File: config.mk
export PLATFORM = sky130hd
export DESIGN_NAME = mouse_pos_to_cell
export DESIGN_NICKNAME = d
export VERILOG_FILES = /design/src/rtl/mouse_pos_to_cell.sv
export SDC_FILE = /design/constraint.sdc
export NUM_CORES = 1
export LEC_CHECK = 0
export CORE_MARGIN = 2
export CORE_UTILIZATION = 50
export DETAILED_ROUTE_END_ITERATION = 8
export GPL_ROUTABILITY_DRIVEN = 0
export PLACE_DENSITY = 0.77
export SLEW_MARGIN = 30
export SYNTH_ARGS = -nofsm -noshare
export SYNTH_HDL_FRONTEND = slang
export SYNTH_SLANG_ARGS = --single-unit
File: constraint.sdc
create_clock -name clk_in -period 3.55 [get_ports clk_in]
set_input_delay 0.71 -clock clk_in [delete_from_list [all_inputs] [get_ports clk_in]]
set_output_delay 0.71 -clock clk_in [all_outputs]
set_load 0.05 [all_outputs]
File: src/rtl/mouse_pos_to_cell.sv
// Maps a pointer position to a grid cell by repeated subtraction, x and y in parallel.
// Optional build macro MOUSE_CELL_CHANGE_ONLY_EN: emit cell_valid only when the result changes.
module mouse_pos_to_cell #(
  parameter int COORD_W = 10,
  parameter int IDX_W   = 4,
  parameter int CELL_W  = 48,
  parameter int CELL_H  = 64,
  parameter int N_COLS  = 10,
  parameter int N_ROWS  = 10
) (
  input  logic               clk_in,
  input  logic               rst_n_in,
  input  logic               pos_valid,
  output logic               pos_ready,
  input  logic [COORD_W-1:0] pos_x,
  input  logic [COORD_W-1:0] pos_y,
  output logic [IDX_W-1:0]   cell_col,
  output logic [IDX_W-1:0]   cell_row,
  output logic               out_of_range,
  output logic               cell_valid
);

  // Remainders must also be able to hold the cell size so the >= compare never truncates it.
  localparam int CXW   = $clog2(CELL_W + 1);
  localparam int CYW   = $clog2(CELL_H + 1);
  localparam int RXW   = (COORD_W > CXW) ? COORD_W : CXW;
  localparam int RYW   = (COORD_W > CYW) ? COORD_W : CYW;
  localparam int CNTXW = $clog2(N_COLS + 1);
  localparam int CNTYW = $clog2(N_ROWS + 1);

  typedef enum logic [1:0] {
    ST_IDLE,
    ST_DIV,
    ST_DONE
  } state_e;

  state_e            state_q, state_d;
  logic [RXW-1:0]    rem_x_q, rem_x_d;
  logic [RYW-1:0]    rem_y_q, rem_y_d;
  logic [CNTXW-1:0]  cnt_x_q, cnt_x_d;
  logic [CNTYW-1:0]  cnt_y_q, cnt_y_d;
  logic [IDX_W-1:0]  col_q, col_d;
  logic [IDX_W-1:0]  row_q, row_d;
  logic              oor_q, oor_d;
  logic              step_x, step_y;
  logic              emit;

`ifdef MOUSE_CELL_CHANGE_ONLY_EN
  logic                   have_last_q, have_last_d;
  logic [2*IDX_W:0]       last_q, last_d;
`endif

  // Counters saturate at the grid size, which is what flags out_of_range.
  assign step_x = (rem_x_q >= RXW'(CELL_W)) && (cnt_x_q < CNTXW'(N_COLS));
  assign step_y = (rem_y_q >= RYW'(CELL_H)) && (cnt_y_q < CNTYW'(N_ROWS));

  always_comb begin
    // NOTE: every signal gets a default first so no path leaves it unassigned (no latches).
    state_d = state_q;
    rem_x_d = rem_x_q;
    rem_y_d = rem_y_q;
    cnt_x_d = cnt_x_q;
    cnt_y_d = cnt_y_q;
    col_d   = col_q;
    row_d   = row_q;
    oor_d   = oor_q;

    unique case (state_q)
      ST_IDLE: begin
        if (pos_valid) begin
          rem_x_d = RXW'(pos_x);
          rem_y_d = RYW'(pos_y);
          cnt_x_d = '0;
          cnt_y_d = '0;
          state_d = ST_DIV;
        end
      end
      ST_DIV: begin
        if (step_x) begin
          rem_x_d = rem_x_q - RXW'(CELL_W);
          cnt_x_d = cnt_x_q + CNTXW'(1);
        end
        if (step_y) begin
          rem_y_d = rem_y_q - RYW'(CELL_H);
          cnt_y_d = cnt_y_q + CNTYW'(1);
        end
        if (!step_x && !step_y) begin
          oor_d   = (cnt_x_q == CNTXW'(N_COLS)) || (cnt_y_q == CNTYW'(N_ROWS));
          col_d   = (cnt_x_q == CNTXW'(N_COLS)) ? IDX_W'(N_COLS - 1) : IDX_W'(cnt_x_q);
          row_d   = (cnt_y_q == CNTYW'(N_ROWS)) ? IDX_W'(N_ROWS - 1) : IDX_W'(cnt_y_q);
          state_d = ST_DONE;
        end
      end
      ST_DONE: state_d = ST_IDLE;
      default: state_d = ST_IDLE;
    endcase
  end

`ifdef MOUSE_CELL_CHANGE_ONLY_EN
  always_comb begin
    have_last_d = have_last_q;
    last_d      = last_q;
    emit        = (state_q == ST_DONE) &&
                  (!have_last_q || ({col_q, row_q, oor_q} != last_q));
    if (emit) begin
      have_last_d = 1'b1;
      last_d      = {col_q, row_q, oor_q};
    end
  end

  always_ff @(posedge clk_in or negedge rst_n_in) begin
    if (!rst_n_in) begin
      have_last_q <= 1'b0;
      last_q      <= '0;
    end else begin
      have_last_q <= have_last_d;
      last_q      <= last_d;
    end
  end
`else
  assign emit = (state_q == ST_DONE);
`endif

  always_ff @(posedge clk_in or negedge rst_n_in) begin
    if (!rst_n_in) begin
      state_q <= ST_IDLE;
      rem_x_q <= '0;
      rem_y_q <= '0;
      cnt_x_q <= '0;
      cnt_y_q <= '0;
      col_q   <= '0;
      row_q   <= '0;
      oor_q   <= 1'b0;
    end else begin
      // NOTE: non-blocking updates so every flop samples the pre-edge values.
      state_q <= state_d;
      rem_x_q <= rem_x_d;
      rem_y_q <= rem_y_d;
      cnt_x_q <= cnt_x_d;
      cnt_y_q <= cnt_y_d;
      col_q   <= col_d;
      row_q   <= row_d;
      oor_q   <= oor_d;
    end
  end

  assign pos_ready    = (state_q == ST_IDLE);
  assign cell_valid   = emit;
  assign cell_col     = col_q;
  assign cell_row     = row_q;
  assign out_of_range = oor_q;

endmodule

# Word level (Yosys, flattened, before mapping)
# Cells that the tools add are included.
# W data, S select, Z words.
word_totals:
  ff_bits: 39
  latch_bits: 0
  ram_bits: 0
  romBits: 0
  input_bits: 23
  out_inout_bits: 11
  n_memories: 0
classes:
  add_sub_neg: 4
  multipliers: 0
  div_mod_pow: 0
  order_cmp: 4
  eq_ne: 8
  n_shift: 0
  muxes: 16
  bitwise: 0
  reduce_logical: 12
ops:
  columns: ["op", "n"]
  rows:
  - ["$mux W10", 4]
  - ["$pmux W10 S2", 2]
  - ["$mux W4", 5]
  - ["$pmux W4 S2", 2]
  - ["$ge A10 B6 Y1 const B", 1]
  - ["$ge A10 B7 Y1 const B", 1]
  - ["$sub A10 B6 Y10 const B", 1]
  - ["$sub A10 B7 Y10 const B", 1]
  - ["$add A4 B1 Y4 const B", 2]
  - ["$eq A4 B4 Y1 const B", 2]
  - ["$lt A4 B4 Y1 const B", 2]
  - ["$ne A2 B2 Y1 const B", 4]
  - ["$reduce_and A3 Y1", 2]
  - ["$mux W2", 2]
  - ["$pmux W2 S2", 1]
  - ["$reduce_and A2 Y1", 2]
  - ["$logic_and A1 B1 Y1", 3]
  - ["$eq A2 B1 Y1 const B", 1]
  - ["$eq A2 B2 Y1 const B", 1]
  - ["$logic_not A1 Y1", 2]
  - ["$logic_not A2 Y1", 1]
  - ["$reduce_bool A2 Y1", 1]
  - ["$logic_or A1 B1 Y1", 1]

# Logic depth before layout (Yosys ltp)
# Gate-level depths: netlist of the first run.
logic_depth:
  ltp_word: 6
  ltp_mapped: 7
  depth_no_buf: 6

# Worst setup path before layout of the first run
# Ideal clock, no wire load.
synth_path:
  kind: "reg2reg"
  from: "register rem_y_q[6]"
  to: "register col_q[0] (netlist: cell_col[0])"
  t_arrival_ps: 1865
  required_ps: 3425
  path_slack_ps: 1561
  stages_incl_launch_ff: 8
  period_less_slack_ps: 1989
  path_cell_list: "dfrtp_1 -> inv_1 -> ha_1 -> or3b_1 -> a31o_1 -> buf_6 -> a21oi_4 -> mux2_2"
synth_via:
  elab_chain_len: 5
synth_lines:
  columns: ["element", "line", "source"]
  rows:
  - ["start: declaration", "39", "logic [RYW-1:0] rem_y_q, rem_y_d;"]
  - ["start signal: assignment", "138", "rem_y_q <= rem_y_d;"]
  - ["$ge A10 B7 Y1", "55", "assign step_y = (rem_y_q >= RYW'(CELL_H)) && (cnt_y_q < CNTYW'(N_ROWS));"]
  - ["$logic_and A1 B1 Y1", "55", null]
  - ["$logic_not A1 Y1", "87", "if (!step_x && !step_y) begin"]
  - ["$logic_and A1 B1 Y1", "87", null]
  - ["$reduce_and A2 Y1 (no line)", null, null]
  - ["end signal: assignment", "141", "col_q <= col_d;"]
  - ["end: declaration", "42", "logic [IDX_W-1:0] col_q, col_d;"]
# Every way passes these cells.
# A chain may end at the register's enable or synchronous reset.

# Worst setup path in the final report of the first run
layout_path:
  from: "register state_q[1]"
  to: "output cell_valid"
layout_via:
  elab_chain_len: 1
layout_lines:
  columns: ["element", "line", "source"]
  rows:
  - ["start: declaration", "37", "state_e state_q, state_d;"]
  - ["start signal: assignment", "136", "state_q <= state_d;"]
  - ["$eq A2 B2 Y1", "121", "assign emit = (state_q == ST_DONE);"]
  - ["end: declaration", "20", "output logic cell_valid"]
# Every way passes these cells.

==> results.md, run 1 <==
* Status: completed
* Critical path arrival at around 1.8 ns
* Final-stage net count at 238
* Wire per inst at 14.7 um
* Most frequent cells in the layout: dfrtp_1, clkdlybuf4s50_1, nand2_1
* Tmin final at 2.49 ns
* Crit Path Class: register to output pin
* Syn nets at about 200
* Storage element area at 876 um2
* First-pass DRT Iterations at 4
* Iter 0 DRT Violations at ~120
* TritonCTS Sinks at 35
* Crit path buf inv count at 1
* Share of post-route cells with drive strength above 1 at 12.0%
* Mapped Cells at 175
* Setup Skew at 0.00531 ns
* Ys async rst share at 100%
* Clock tree from TritonCTS: built
* Largest net degree at the start of global routing at 36
* Crit end category: output pin
* Crit-path leading delay family: buffers and inverters
* Crit path cell chain: nor2b_1 > clkdlybuf4s50_1
* Area Growth Syn to Fin at 23.3%
* DIE AREA at 4040 um2
* Detailed-route via count at ~1.5k
* Avg Cell Area, Syn at 10.1 um2
* Total gr overflow at 0
* Mapped Area at roughly 1800 um2
* Reg clk slew, reported paths at 0.11 ns
* Clock Tree Root: clkbuf_4
* Final routed DRC violation total at 0
* Die H at about 64 um
* Finished Core Util at 65.1%
* FF+latch count, synth at 35
* Area of the multi-input gates at about 850 um2
* Initial core utilization at 52.8%
* Die W at 63.6 um
* Post-synth EDFFs at 0
* Fmax at 401 MHz
* ANT cells at 0
* Fill cells at 297
* Antenna violations before repair at 0
* Final period util at 70.2%
* Core Rows at 21
* Dpl hpwl at ~2600 um
* DR vias/cell at 5.72
* Critical-path top delay cell: clkdlybuf4s50_1
* H-tree Lvls at 2
* YS warnings at 0
* CTS Hold Bufs at 0
* DRT Wirelength at 3750 um
* Final Hold Fails at 0
* Worst-margin pin slew at 0.687 ns
* Final ANT Viol Nets at 0
* Worst setup SP type: register
* PnR worst setup slack at 1.06 ns
* Total CTS buffers at 5
* Clk buf depth at 2
* Vias in the first global route at 1401
* CP peak stage delay at between 0.8 and 0.9 ns
* Post-CTS Setup Bufs at 0
* # IOs at 34
* Placement Setup Slack at 1.34 ns
* Most used DFF post-synth: dfrtp_1
* Fin. max-slew vios at 0
* GRT Util Overall at 21.1%
* Commonest non-fill, non-tap cell in the layout: dfrtp_1
* Leak Pwr at 0.954 nW
* Port buffer count at 29
* Hold Path Class: register to register
* Setup violators final at 0
* Worst skew pair latency at 0.34 ns
* Max Cap Viol at 0
* CP required at 2.84 ns
* Pwr Density at just under 1000 nW/um2
* Top fanout value on the critical path at 6
* Register area share after synthesis at 49.3%
* Unrepaired setup endpoints after global routing: no
* First-pass GRT wire length at 6530 um
* Post-synthesis cell type count at 44
* Core Region at roughly 3400 um2
* Slew HR at 53.7%
* Setup TNS at 0 ns
* VDD IR max at 0.573 mV
* Resize count post-CTS at 0
==> power breakdown <==
part / internal [mW] / total (mW) / switching (mW)
sequential: 0.596 / 0.775 / 0.179
combinational: 0.473 / 1.13 / 0.653
clock: 0.117 / 0.250 / 0.133
total: 1.19 / 2.15 / 0.965
==> sequential cells by signal, indices dropped and copies added, names as in the netlist <==
name          count
rem_y_q          10
cell_row          4
state_q           2
cnt_x_q           4
out_of_range      1
cell_col          4
cnt_y_q           4
rem_x_q           6
==> kinds of logic (layout without fill, tap and decap cells) <==
| logic type | count (synthesis) | after routing | synth area share, % |
|---|---|---|---|
| and+or+nand+nor | 65 | 65 | 17.6 |
| AOI/OAI and AO/OA | 43 | 43 | 17.3 |
| adders and majority gates | 7 | 7 | 4.93 |
| buffers and inverters | 12 | 46 | 2.96 |
| DFF | 35 | 35 | 49.3 |
| muxes | 13 | 13 | 7.89 |
==> cell usage after synthesis, types with 2 or more instances <==
cell type / n / area (um2)
dfrtp_1: 35 / 876
nand2_1: 26 / 97.6
nor2_1: 13 / 48.8
o21ai_0: 11 / 55.1
a21oi_1: 9 / 45.0
mux2_2: 8 / 90.1
nand3_1: 8 / 40.0
ha_1: 7 / 87.6
inv_1: 6 / 22.5
mux2i_1: 5 / 50.1
clkbuf_1: 4 / 15.0
o211ai_1: 3 / 22.5
a211oi_1: 2 / 15.0
a31oi_1: 2 / 12.5
a41oi_1: 2 / 17.5
and2b_1: 2 / 15.0
nand2b_1: 2 / 12.5
nor2b_1: 2 / 12.5
nor3_1: 2 / 10.0
o22a_1: 2 / 17.5
==> layout make-up <==
class,count,share of cell area (%)
timing repair buffer,32,14.3
multi-input combinational,128,38.9
sequential,35,40.0
tap,46,2.63
inverter,6,1.03
clock buffer,8,3.14
==> path summary, 6_finish.rpt <==
| check | start | endpoint | slack (ns) | depth (start not counted) |
|---|---|---|---|---|
| max in group asynchronous | rst_n_in | cell_row[0]$_DFFE_PN0P_ | 2.47 | 2 |
| min in group asynchronous | rst_n_in | rem_x_q[5]$_DFFE_PN0P_ | 0.76 | 2 |
| worst min register to register | rem_y_q[0]$_DFFE_PN0P_ | rem_y_q[0]$_DFFE_PN0P_ | 0.49 | 2 |
| worst min-delay path | rem_y_q[0]$_DFFE_PN0P_ | rem_y_q[0]$_DFFE_PN0P_ | 0.49 | 2 |
| worst max-delay path | state_q[1]$_DFFE_PN0P_ | cell_valid | 1.06 | 2 |
| worst max register to register | rem_y_q[6]$_DFFE_PN0P_ | cell_row[1]$_DFFE_PN0P_ | 1.33 | 6 |
==> layer usage <==
metal | global-route usage (%) | vias to the layer above | wire length [um]
met5 | 0 | - | 0
met4 | 10.9 | 0 | 87
met3 | 5.71 | 7 | 238
met2 | 30.7 | 54 | 1720
met1 | 28.9 | 702 | 1700
li1 | - | 696 | -
==> through the flow <==
| step | cell area [um2] | std cells | hold WS, ns | power [mW] |
|---|---|---|---|---|
| finish | 2190 | 255 | 0.487 | 2.15 |
| global route | 2190 | 255 | 0.518 | 2.33 |
| CTS | 2190 | 255 | 0.490 | 2.17 |
| detailed placement | 2120 | 247 | 0.464 | 1.91 |
| global placement | 2120 | 247 | 0.460 | 1.85 |
| floorplan | 1780 | 175 | 0.414 | 1.59 |
==> worst min-delay path, stage by stage, from the launching register on <==
cell and delay, ns:
dfrtp_1 0.36, nand2_1 0.05, nand2_1 0.06
No activity file was read; power rests on OpenSTA's default activity.
==> inputs of run 2 (changes only) <==
- clock period: 3.55 -> 2.6 ns (I/O delays scaled with it)
==> run 2 against run 1 <==
Against the previous run: flip-flop and latch count did not move; critical path depth is the same; critical endpoint is now pos_ready; register-to-register slack lost 0.95 ns; global-route usage up 0.45 points; highest routed layer unchanged; core utilization shrank 0.56 points; first-iteration DRC count shrank 46%; count of clock-buffer cells in the layout decreased by 1; clock power is 12% higher; combinational power up 36%; routed wire length up 2.4%; largest power group unchanged; largest cell class unchanged.
==> results.md, run 2 (synthesis gave the netlist of run 1 again) <==
* Status: completed (unchanged)
* Most flop-heavy register: rem_y_q (unchanged)
* Max Cap Viol at 0 (unchanged)
* DR vias/cell at 5.75 (was 5.72)
* Tmin final at 2.26 ns
* DIE AREA at 4040 um2 (unchanged)
* Post-Place Cells at 247 (unchanged)
* Worst R2R Start: rem_y_q[7]$_DFFE_PN0P_ (was rem_y_q[6]$_DFFE_PN0P_)
* Fmax at 442 MHz
* CTS Hold Bufs at 0 (unchanged)
* Unrepaired setup endpoints after global routing: no (unchanged)
* Hold Path End: rem_y_q[1]$_DFFE_PN0P_ (was rem_y_q[0]$_DFFE_PN0P_)
* Crit end category: output pin (unchanged)
* Crit path buf inv count at 1 (unchanged)
* Post-CTS Setup Bufs at 0 (unchanged)
* Most frequent cells in the layout: dfrtp_1, clkdlybuf4s50_1, nand2_1 (unchanged)
* Die H at 63.6 um (unchanged)
* Die W at 63.6 um (unchanged)
* Placement Setup Slack at 0.405 ns (was 1.34 ns)
* Fin. max-slew vios at 0 (unchanged)
* Total Power at 2.89 mW (was 2.15 mW)
* Port buffer count at 29 (unchanged)
* # IOs at 34 (unchanged)
* Worst-margin pin slew at 0.789 ns (was 0.687 ns)
* Critical-path top delay cell: clkdlybuf4s50_1 (unchanged)
* Wire per inst at 15.0 um (was 14.7 um)
* Antenna violations before repair at 0 (unchanged)
* Reg clk slew, reported paths at 0.11 ns (about the same)
* Initial core utilization at 52.8% (unchanged)
* DRT Wirelength at 3840 um (was 3750 um)
* WHS Path Cells at 2 (unchanged)
* Commonest non-fill, non-tap cell in the layout: dfrtp_1 (unchanged)
* Leak Pwr at 0.945 nW (was 0.954 nW)
* Setup violators final at 0 (unchanged)
* Crit path cell chain: nor2_1 > clkdlybuf4s50_1 (was nor2b_1 > clkdlybuf4s50_1)
* Resize count post-CTS at 0 (unchanged)
* First-pass GRT wire length at 6790 um (was 6530 um)
* Final period util at 87.1%
* CP peak stage delay at 0.82 ns (was 0.81 ns)
* Non-filler cells, final at 255 (unchanged)
* GRT Util Overall at 21.6% (was 21.1%)
* Top flop regs: rem_y_q: 10 flops, rem_x_q: 6 flops (unchanged)
* Pwr Density at 1330 nW/um2 (was 983 nW/um2)
* Largest net degree at the start of global routing at 36 (unchanged)
* Hold Path Class: register to register (unchanged)
* Worst r2r path cells at 6 (unchanged)
* Core Rows at 21 (unchanged)
* Final-stage net count at 238 (unchanged)
* H-tree Lvls at 2 (unchanged)
* First-pass DRT Iterations at 5 (was 4)
* VDD IR max at 0.771 mV (was 0.573 mV)
* Top fanout value on the critical path at 6 (unchanged)
* Clk buf depth at 2 (unchanged)
* Worst setup SP type: register (unchanged)
* Slew HR at 46.9% (was 53.7%)
* ANT cells at 0 (unchanged)
* Dpl hpwl at 2710 um (was 2630 um)
* Crit Path Class: register to output pin (unchanged)
* Share of post-route cells with drive strength above 1 at 11.5% (was 12.0%)
* Setup TNS at 0 ns (unchanged)
* Clock Tree Root: clkbuf_4 (unchanged)
* Final routed DRC violation total at 0 (unchanged)
* TritonCTS Sinks at 35 (unchanged)
* R2R Path End: cell_row[1]$_DFFE_PN0P_ (unchanged)
* Hold Slack at 0.492 ns (was 0.487 ns)
* R2R setup slack at 0.38 ns (was 1.33 ns)
* CP required at 2.08 ns (was 2.84 ns)
* Worst hold start: rem_y_q[1]$_DFFE_PN0P_ (was rem_y_q[0]$_DFFE_PN0P_)
* Worst skew pair latency at 0.34 ns (about the same)
* Critical path arrival at 1.74 ns (was 1.78 ns)
* Clock tree from TritonCTS: built (unchanged)
* PnR worst setup slack at 0.336 ns (was 1.06 ns)
* Iter 0 DRT Violations at 67 (was 123)
* Crit-path leading delay family: buffers and inverters (unchanged)
* Detailed-route via count at 1465 (was 1459)
* Core Region at 3360 um2 (unchanged)
* Total CTS buffers at 5 (unchanged)
* Setup Skew at 0.0138 ns (was 0.00531 ns)
* Max FFs per register at 10 (unchanged)
* Total gr overflow at 0 (unchanged)
* Vias in the first global route at 1512 (was 1401)
* Area Growth Syn to Fin at 22.3% (was 23.3%)
* Final ANT Viol Nets at 0 (unchanged)
* Final Hold Fails at 0 (unchanged)
run 2: cell count changes in the layout (fill, tap and decap cells not counted), sizes merged:
cell | previous run | this run
clkinv | 0 | 1
clkbuf | 8 | 7
run 2: tightest hold or removal path: stages (launching register included):
cell and delay (ns):
dfrtp_1 0.36, nand2_1 0.05, nand2_1 0.05
run 2: metal layers:
metal  wire (um)  GRT usage [%]
met1        1760           28.0
met2        1820           34.7
met3         194           5.36
met4          62           8.15
met5           0              0
run 2: cell type report:
type | instances | area [um2]
sequential | 35 | 876
clock inverter | 1 | 5.00
clock buffer | 7 | 45.0
tap | 46 | 57.6
fill | 297 | 1190
timing repair buffer | 32 | 313
multi-input combinational | 128 | 852
inverter | 6 | 22.5
run 2: worst max-delay path by stage:
| stage | start | to | slack [ns] | cells past startpoint |
|---|---|---|---|---|
| after floorplan | rem_y_q[6]$_DFFE_PN0P_ | cell_col[0]$_DFFE_PN0P_ | 0.61 | 7 |
| after global placement | rem_y_q[6]$_DFFE_PN0P_ | cell_row[2]$_DFFE_PN0P_ | 0.48 | 6 |
| after detailed placement | rem_y_q[6]$_DFFE_PN0P_ | cell_row[1]$_DFFE_PN0P_ | 0.41 | 6 |
| after CTS | state_q[0]$_DFFE_PN0P_ | pos_ready | 0.31 | 2 |
| after global routing | state_q[1]$_DFFE_PN0P_ | cell_valid | 0.24 | 2 |
| final | state_q[0]$_DFFE_PN0P_ | pos_ready | 0.34 | 2 |
run 2: per-stage QoR:
stage          cell area (um2)  utilization (%)
6_report                  2170             64.5
2_1_floorplan             1780                -
5_1_grt                   2170             64.5
3_3_place_gp              2120             63.1
4_1_cts                   2170             64.5
3_5_place_dp              2120             63.1
run 2: power breakdown:
| group | total [mW] | switching, mW | internal (mW) |
|---|---|---|---|
| clock | 0.281 | 0.176 | 0.105 |
| sequential | 1.06 | 0.250 | 0.814 |
| combinational | 1.54 | 0.892 | 0.648 |
==> inputs of run 3 (changes only) <==
- SKIP_CTS_REPAIR_TIMING: not set -> 1
==> results of run 3 <==
Same layout as run 2: the final DEF is identical, and so are final timing and power.
